===== src/rtl/imem_loader.sv =====
// Instruction-memory loader: takes a length-prefixed program image off a 16-bit
// valid/ready stream, writes it into the ROM write port and releases cpu_resetN once it
// is complete. The checksum word is present only when IMEM_LOADER_CSUM_EN is defined.
module imem_loader #(
  parameter int INSTR_WIDTH        = 16,
  parameter int ROM_REGISTER_COUNT = 1024,
  parameter int BASE_ADDR          = 0,
  localparam int AW                = $clog2(ROM_REGISTER_COUNT)
) (
  input  logic                   clk,
  input  logic                   resetN,
  input  logic                   start,
  input  logic                   s_valid,
  input  logic [INSTR_WIDTH-1:0] s_data,
  output logic                   s_ready,
  output logic [AW-1:0]          wr_addr,
  output logic [INSTR_WIDTH-1:0] wr_data,
  output logic                   wr_en,
  output logic                   cpu_resetN,
  output logic                   busy,
  output logic                   done,
  output logic                   error,
  output logic [AW:0]            words_loaded
);

  typedef enum logic [2:0] {S_IDLE, S_LEN, S_DATA, S_CSUM, S_DONE, S_ERROR} state_t;

  state_t      state;
  logic [AW:0] len;
  logic        beat, restart, len_ok, last_beat;
  logic [31:0] n_word;

  assign beat      = s_valid && s_ready;
  assign restart   = start && (state == S_IDLE || state == S_DONE || state == S_ERROR);
  assign n_word    = 32'(s_data);
  // Upper bound keeps the final write address inside the ROM, so the address never wraps.
  assign len_ok    = (n_word != 32'd0) && (n_word <= 32'(ROM_REGISTER_COUNT - BASE_ADDR));
  assign last_beat = (words_loaded + 1'b1) == len;

`ifdef IMEM_LOADER_CSUM_EN
  logic [INSTR_WIDTH-1:0] acc, csum_sum;
  assign csum_sum = acc + s_data;
`endif

  always_ff @(posedge clk or negedge resetN) begin
    if (!resetN) begin
      state        <= S_IDLE;
      s_ready      <= 1'b0;
      wr_en        <= 1'b0;
      wr_addr      <= '0;
      wr_data      <= '0;
      cpu_resetN   <= 1'b0;
      busy         <= 1'b0;
      done         <= 1'b0;
      error        <= 1'b0;
      words_loaded <= '0;
      len          <= '0;
`ifdef IMEM_LOADER_CSUM_EN
      acc          <= '0;
`endif
    end else begin
      wr_en      <= 1'b0;
      // Released one cycle after DONE is entered; dropped in the cycle DONE is left.
      cpu_resetN <= (state == S_DONE) && !start;
      if (restart) begin
        state        <= S_LEN;
        s_ready      <= 1'b1;
        busy         <= 1'b1;
        done         <= 1'b0;
        error        <= 1'b0;
        words_loaded <= '0;
`ifdef IMEM_LOADER_CSUM_EN
        acc          <= '0;
`endif
      end else begin
        case (state)
          S_LEN: if (beat) begin
            if (len_ok) begin
              len   <= (AW+1)'(s_data);
              state <= S_DATA;
            end else begin
              state   <= S_ERROR;
              s_ready <= 1'b0;
              busy    <= 1'b0;
              error   <= 1'b1;
            end
          end
          S_DATA: if (beat) begin
            wr_en        <= 1'b1;
            wr_data      <= s_data;
            wr_addr      <= AW'(BASE_ADDR) + words_loaded[AW-1:0];
            words_loaded <= words_loaded + 1'b1;
`ifdef IMEM_LOADER_CSUM_EN
            acc          <= acc + s_data;
            if (last_beat) state <= S_CSUM;
`else
            if (last_beat) begin
              state   <= S_DONE;
              s_ready <= 1'b0;
              busy    <= 1'b0;
              done    <= 1'b1;
            end
`endif
          end
`ifdef IMEM_LOADER_CSUM_EN
          S_CSUM: if (beat) begin
            s_ready <= 1'b0;
            busy    <= 1'b0;
            if (csum_sum == '0) begin
              state <= S_DONE;
              done  <= 1'b1;
            end else begin
              state <= S_ERROR;
              error <= 1'b1;
            end
          end
`endif
          default: ;
        endcase
      end
    end
  end

endmodule

===== config.mk =====
export PLATFORM = sky130hd
export DESIGN_NAME = imem_loader
export DESIGN_NICKNAME = d
export VERILOG_FILES = /design/src/rtl/imem_loader.sv
export SDC_FILE = /design/constraint.sdc
export NUM_CORES = 1
export LEC_CHECK = 0
export ABC_CLOCK_PERIOD_IN_PS = 2080
export CORE_ASPECT_RATIO = 1.1
export CORE_MARGIN = 2
export CORE_UTILIZATION = 45
export DETAILED_ROUTE_END_ITERATION = 8
export PLACE_DENSITY = 0.79
export SYNTH_ARGS = -nofsm -noshare
export SYNTH_HDL_FRONTEND = slang
export SYNTH_SLANG_ARGS = --single-unit

===== constraint.sdc =====
create_clock -name clk -period 2.08 [get_ports clk]
set_clock_uncertainty 0.1 [all_clocks]
set_input_delay 0.52 -clock clk [delete_from_list [all_inputs] [get_ports clk]]
set_output_delay 0.52 -clock clk [all_outputs]
set_load 0.01 [all_outputs]

==> flow_summary.yaml, run 1 <==
timing:
  rsz0062_at_grt: "true"
  relSlewSlack: 0.7526
  tightest_slew_ns: 0.3704
  finalWorstSetupSlack_ns: -0.02798
  hold_slack_ns: 0.09611
  setup_tns_ns: -0.02798
  timing.final.crit_share: 1.013
  clock.fmax_mhz: 474.4
  setup_viol: 1
  drv_slew: 0
  finalHoldViolations: 0
  fin_crit_ns: 2.108
setup_path:
  cp.arrival_ns: 2.22
  crit_type: "reg -> reg"
  crit_path_start_kind: "flip-flop"
  path_max_fanout: 5
  required_ns: 2.19
  end_kind: "flip-flop"
final_layout:
  final_nets: 400
  drive_above_1_share: 0.1816
  area_growth_pct: 43.73
  fillers: 486
  antenna-diode-count: 0
  design_area_mm2: 0.003829
yosys:
  netlist_instances: 284
  synth_area_leader_cell: "dfrtp_1"
  yosysTopAreaCellShare: 0.5261
  ys.flop_type: "dfrtp_1"
  synth_async_sr_flop_share: 1.000
  synth-simple-area-share: 0.2433
  mappedNetlistArea_mm2: 0.002664
  avgSynthCellArea_um2: 9.380
  synth_cell_types: 41
  yosys_warnings: 0
  synthMuxAreaShare: 0.04650
  synth-seq-area-share: 0.5261
  synth_xor_area_frac: 0.05589
  synth_edf_count: 0
  synth_compound_area_frac: 0.08408
  synth_top_family_by_area: "simple AND/OR/NAND/NOR gates"
  yosys_register_bits: 56
  synth_fa_ha_area_frac: 0.004697
  yosys-top-cells-area: "dfrtp_1 (53%), nand2_1 (14%), mux2_1 (4.7%), xor2_1 (3.0%), xnor2_1 (2.6%)"
  synth_nets: 305
floorplan:
  coreArea_mm2: 0.005733
  num_rows: 29
  die-width_um: 77.36
  die_y_um: 84.70
  fp.dieArea_mm2: 0.006552
  io_pins: 63
  start_util: 0.4646
place:
  hpwl_um: 4750
  place_area_mm2: 0.003582
  io_buffers: 62
  routabilityCongestion: 0.8521
cts:
  clock_sink_count: 56
  cts.htree.levels: 2
  clk_pin_slew_ns: 0.10
  cts_tree: "done"
  max-clock-path-buffers: 2
  numCtsBuffers: 5
  root_buffer: "clkbuf_8"
  clock_latency_ns: 0.31
pwr:
  seq_power_share: 0.508
  p_switching_uw: 602.4
  power.internal_uw: 1787
  p_per_area_mw_per_mm2: 624.2
  leakagePower_uw: 0.001878
  irDropWorstVdd_v: 0.0004809
  clkPwrFrac: 0.322
  combinationalPowerShare: 0.169
  power_switching_share: 0.2521
outcome:
  status: "finished with violations"
  violations: "negative setup slack"
detailed_routing:
  detail_route.wirelength_um: 6593
  ant_nets: 0
  wl_per_cell_um: 14.43
  dr.first_iter.drc_count: 234
  vias_per_cell: 5.127
  firstDrtPassIters: 4
  drc_errors: 0
  vias: 2343
global_routing:
  antenna_found_initial: 0
  grt.total_usage: 0.2092
  grt_overflow: 0
  first_global_vias: 2277
  grt_pass1_wl_um: 10870
  grt_max_degree: 57
flow_run:
  max-cap-violations: 0
worst_hold_path:
  hold_class: "in -> async"
## per-layer routing
metal  wire (µm)  vias to the layer above  track usage
li1            -                     1152            -
met1        2957                     1130       0.2755
met2        3343                       57       0.3557
met3         243                        4      0.03011
met4          48                        0      0.06981
met5           0                        -            0
## power groups by stage
stage,registers [µW],logic [µW],clock network [µW]
after global placement,1230,394,0
after CTS,1210,402,781
after floorplan,1230,196,0
final,1220,405,770
after detailed placement,1230,405,0
after global routing,1220,440,824
## cell families (layout without fill, tap and decap cells)
family                   Yosys count  after routing
AO/OA/AOI/OAI                     35             35
XOR/XNOR                          17             17
adder cells (fa/ha/maj)            1              1
buffers and inverters             19            115
flip-flops                        56             56
multiplexers                      11             11
AND/OR/NAND/NOR                  145            145
## cell type report
| class | count | area [µm²] | area share |
|---|---|---|---|
| flip-flops and latches | 56 | 1409 | 0.3680 |
| repair buffers | 105 | 979.7 | 0.2559 |
| inverters | 2 | 7.507 | 0.001961 |
| well taps | 77 | 96.34 | 0.02516 |
| clock inverters | 1 | 30.03 | 0.007843 |
| clock buffers | 7 | 96.34 | 0.02516 |
| multi-input cells | 209 | 1210 | 0.3160 |
## through the flow
step / instances / power [µW] / util / setup WS (ns)
3_3_place_gp: 441 / 1625 / 0.6248 / -0.4401
6_report: 457 / 2390 / 0.6678 / -0.02798
4_1_cts: 450 / 2396 / 0.6504 / -0.04073
5_1_grt: 457 / 2488 / 0.6678 / -0.09563
3_5_place_dp: 441 / 1637 / 0.6248 / -0.4498
2_1_floorplan: 284 / 1426 / - / 0.03267
## placed cells by master, fill, tap and decap left out, types with 2 or more instances in the layout
cell             instances
nand2_1                 97
clkdlybuf4s50_1         52
dfrtp_1                 50
buf_4                   37
nor2_1                  11
mux2_1                  11
xor2_1                   9
xnor2_1                  8
nand3_1                  8
o21ai_1                  8
dlygate4sd2_1            8
nand4_1                  7
clkbuf_8                 7
o21ai_0                  6
dfrtp_2                  6
a31oi_1                  5
a21oi_1                  4
o31ai_1                  4
nand2b_1                 3
nor3_1                   3
buf_6                    3
buf_12                   3
and4_4                   2
or3_1                    2
## worst max-delay path: stages (launching register included)
cell and delay (ns):
dfrtp_1 0.42, ha_4 0.18, and4_4 0.28, a21oi_2 0.07
nor4b_2 0.29, nand4_1 0.21, o31a_1 0.28, o22a_1 0.19
## sequential cells by signal, summed over array words and instances, names as in the netlist
| signal | flops |
|---|---|
| error | 1 |
| len | 11 |
| busy | 1 |
| wr_addr | 10 |
| state | 3 |
| wr_en | 1 |
| cpu_resetN | 1 |
| words_loaded | 11 |
| wr_data | 16 |
| done | 1 |
## cells in the mapped netlist, types with 3 or more instances
cell type / number
buf_2: 9
xnor2_1: 8
xor2_1: 9
buf_4: 4
nor2_1: 12
nand2_1: 97
a31oi_1: 5
a21oi_1: 5
o21ai_0: 6
mux2_1: 11
dfrtp_1: 56
o21ai_1: 8
o31ai_1: 4
nor3_1: 3
nand3_1: 8
clkbuf_1: 3
nand2b_1: 3
nand4_1: 7
## final timing paths
kind,from,end,slack [ns],cells past startpoint
setup / recovery,words_loaded[0],state[1],-0.03,7
hold / removal,resetN,wr_data[12],0.1,2
setup reg to reg,words_loaded[0],state[1],-0.03,7
hold reg to reg,wr_addr[9],wr_addr[9],0.38,2
max in group asynchronous,resetN,words_loaded[3],1.51,2
min in group clk,wr_addr[9],wr_addr[9],0.38,2
## timing repair
action	CTS	global route
setup endpoints to repair	23	28
pin swaps	6	6
setup buffers	0	7
endpoints found under the hold margin	0	0
hold buffers	0	0
gates resized for setup	18	12
gates cloned	1	0
No activity file was read; power rests on OpenSTA's default activity.
==> inputs of run 2 (changes only) <==
--- a/config.mk
+++ b/config.mk
@@ -5,7 +5,8 @@
 export SDC_FILE = /design/constraint.sdc
 export NUM_CORES = 1
 export LEC_CHECK = 0
-export ABC_CLOCK_PERIOD_IN_PS = 2080
+export ABC_AREA = 1
+export ABC_CLOCK_PERIOD_IN_PS = 1750
 export CORE_ASPECT_RATIO = 1.1
 export CORE_MARGIN = 2
 export CORE_UTILIZATION = 45
==> constraint.sdc (replaced) <==
create_clock -name clk -period 1.75 [get_ports clk]
set_clock_uncertainty 0.1 [all_clocks]
set_input_delay 0.35 -clock clk [delete_from_list [all_inputs] [get_ports clk]]
set_output_delay 0.35 -clock clk [all_outputs]
set_load 0.01 [all_outputs]
==> run 2 against run 1 <==
Net effect: the flow still finishes with violations (negative setup slack); flip-flop and latch count unchanged; final cell count increased by 16%; combinational power increased by 130%; fmax increased by 7.6%; via count increased by 13%; power increased by 33%; global-route usage decreased by 0.065 points; critical path type unchanged.
==> flow_summary.yaml, run 2 <==
timing:
  hold_slack_ns: 0.2118
  clock.fmax_mhz: 510.4
  timing.final.crit_share: 1.120
  setup_tns_ns: -1.011
  tightest_slew_ns: 0.6334
  relSlewSlack: 0.5745
  finalHoldViolations: 0
  fin_crit_ns: 1.959
  finalWorstSetupSlack_ns: -0.2093
  drv_slew: 0
  setup_viol: 7
  rsz0062_at_grt: "true"
detailed_routing:
  vias_per_cell: 4.979
  wl_per_cell_um: 13.85
  detail_route.wirelength_um: 7369
  firstDrtPassIters: 4
  drc_errors: 0
  ant_nets: 0
  vias: 2649
  dr.first_iter.drc_count: 138
worst_hold_path:
  hold-path-cell-count: 3
  hold_class: "in -> reg"
  hp-start: "s_data[3]"
  holdPathEnd: "len[3]"
flow_run:
  max-cap-violations: 0
floorplan:
  start_util: 0.4645
  fp.dieArea_mm2: 0.006590
  die-width_um: 77.58
  coreArea_mm2: 0.005769
  die_y_um: 84.94
  io_pins: 63
  num_rows: 29
final_layout:
  final_cell_mix: "nand2_1 (88), dfrtp_1 (53), buf_4 (50), clkdlybuf4s50_1 (37), inv_1 (31)"
  final_nets: 475
  top_register: "wr_data"
  area_growth_pct: 55.56
  drive_above_1_share: 0.2945
  final_common_cell: "nand2_1"
  reg.largest.list: "wr_data x16, len x11, words_loaded x11"
  design_area_mm2: 0.004169
  antenna-diode-count: 0
  utilization: 0.7226
  largest_register_ffs: 16
setup_path:
  end_kind: "flip-flop"
  required_ns: 1.86
  reg2reg_depth: 13
  r2r-end: "state[1]"
  crit_chain: "ha_4 -> nand2_8 -> nand2_4 -> nand2_2 -> nand2_2 -> nor2_4 -> nand3_2 -> nor2_2 -> nand3_2 -> o21bai_4 -> nand2_4 -> nand2_1 -> o21ai_1"
  critPathSlowestCell: "dfrtp_2"
  r2r_slack_ns: -0.21
  path_max_fanout: 6
  max_stage_delay_ns: 0.45
  cp.arrival_ns: 2.07
  crit_path_start_kind: "flip-flop"
  r2r_start: "words_loaded[1]"
  crit_type: "reg -> reg"
cts:
  root_buffer: "clkbuf_8"
  max-clock-path-buffers: 2
  cts.htree.levels: 2
  clock_latency_ns: 0.32
  cts_tree: "done"
  clock_sink_count: 56
  clk_pin_slew_ns: 0.10
  numCtsBuffers: 5
global_routing:
  first_global_vias: 2533
  antenna_found_initial: 0
  grt_max_degree: 57
  grt_pass1_wl_um: 11080
  grt.total_usage: 0.2085
  grt_overflow: 0
place:
  routabilityCongestion: 0.8726
  io_buffers: 62
  hpwl_um: 4678
  place_area_mm2: 0.003730
yosys:
  synth-seq-area-share: 0.5229
  netlist_instances: 336
  synth_cell_types: 30
  yosys-top-cells-count: "nand2_1 (104), dfrtp_1 (56), inv_1 (46), o21ai_0 (33), nand3_1 (24)"
  synth_edf_count: 0
  yosysTopAreaCellShare: 0.5229
  synth_nets: 357
  mappedNetlistArea_mm2: 0.002680
  yosys_register_bits: 56
  yosys-top-cells-area: "dfrtp_1 (52%), nand2_1 (15%), inv_1 (6.4%), o21ai_0 (6.2%), nand3_1 (4.5%)"
  yosysMostFrequentCell: "nand2_1"
  avgSynthCellArea_um2: 7.976
  synth_async_sr_flop_share: 1.000
  synth_area_leader_cell: "dfrtp_1"
  ys.flop_type: "dfrtp_1"
  yosys_warnings: 0
outcome:
  status: "finished with violations"
  violations: "negative setup slack"
pwr:
  irDropWorstVdd_v: 0.0005061
  leakagePower_uw: 0.002089
  finalPower_uw: 3171
  p_per_area_mw_per_mm2: 760.6
run 2: cell count changes after synthesis, moves of 6 or more:
cell and change:
xor2_1 -7, o21ai_0 +27, o22ai_1 +6, inv_1 +45, nand2_1 +7, nand3_1 +16, xnor2_1 -7, mux2_1 -11
buf_2 -6
run 2: what timing repair did:
action,in CTS,in global routing
pin swaps,3,23
setup endpoints to repair,13,22
gates cloned,0,3
gates resized for setup,12,78
endpoints found under the hold margin,56,0
setup buffers,3,11
hold buffers,1,0
run 2: per-layer routing:
| metal | GRT usage | wire, µm | up-vias |
|---|---|---|---|
| met3 | 0.03723 | 231 | 13 |
| li1 | - | - | 1309 |
| met4 | 0.07305 | 152 | 0 |
| met1 | 0.2623 | 3071 | 1255 |
| met2 | 0.3613 | 3914 | 72 |
| met5 | 0 | 0 | - |
run 2: worst max-delay path by stage:
stage,cells after the start,slack (ns),from,end
final,13,-0.21,words_loaded[1],state[1]
after global routing,11,-0.31,words_loaded[0],state[1]
after CTS,11,-0.16,words_loaded[1],state[1]
after detailed placement,12,-0.33,s_data[6],len[3]
after global placement,12,-0.29,s_data[7],len[7]
after floorplan,11,-0.02,words_loaded[0],state[2]
run 2: where the power goes:
part / internal (µW) / total, µW / switching (µW) / leakage, µW
sequential: 1420 / 1520 / 99.6 / 0.000764
clock: 288 / 732 / 445 / 0.0000485
combinational: 454 / 919 / 466 / 0.00128
total: 2160 / 3170 / 1010 / 0.00209
run 2: kinds of logic after synthesis:
| logic type | Yosys count | synth area share |
|---|---|---|
| buf+inv | 58 | 0.08404 |
| fa+ha+maj | 1 | 0.004668 |
| compound gates | 57 | 0.1158 |
| simple gates | 161 | 0.2628 |
| xor+xnor | 3 | 0.009806 |
| flops | 56 | 0.5229 |
run 2: cell type report:
type / count / area (µm²)
Sequential cell: 56 / 1405
Timing Repair Buffer: 121 / 1145
Fill cell: 421 / 1600
Clock inverter: 3 / 22.52
Clock buffer: 5 / 68.82
Multi-Input combinational cell: 222 / 1251
Inverter: 48 / 180.2
Tap cell: 77 / 96.34
run 2: metrics by stage:
stage | setup slack [ns] | std cells
finish | -0.2093 | 532
detailed placement | -0.3276 | 506
global placement | -0.2871 | 506
global route | -0.3071 | 532
CTS | -0.1564 | 518
floorplan | -0.01901 | 336
run 2: worst max-delay path, delay by kind of cell (launching register included):
family	cells	cell delay [ns]
AOI/OAI and AO/OA	2	0.26
DFF	1	0.45
adders and majority gates	1	0.19
and+or+nand+nor	10	0.85
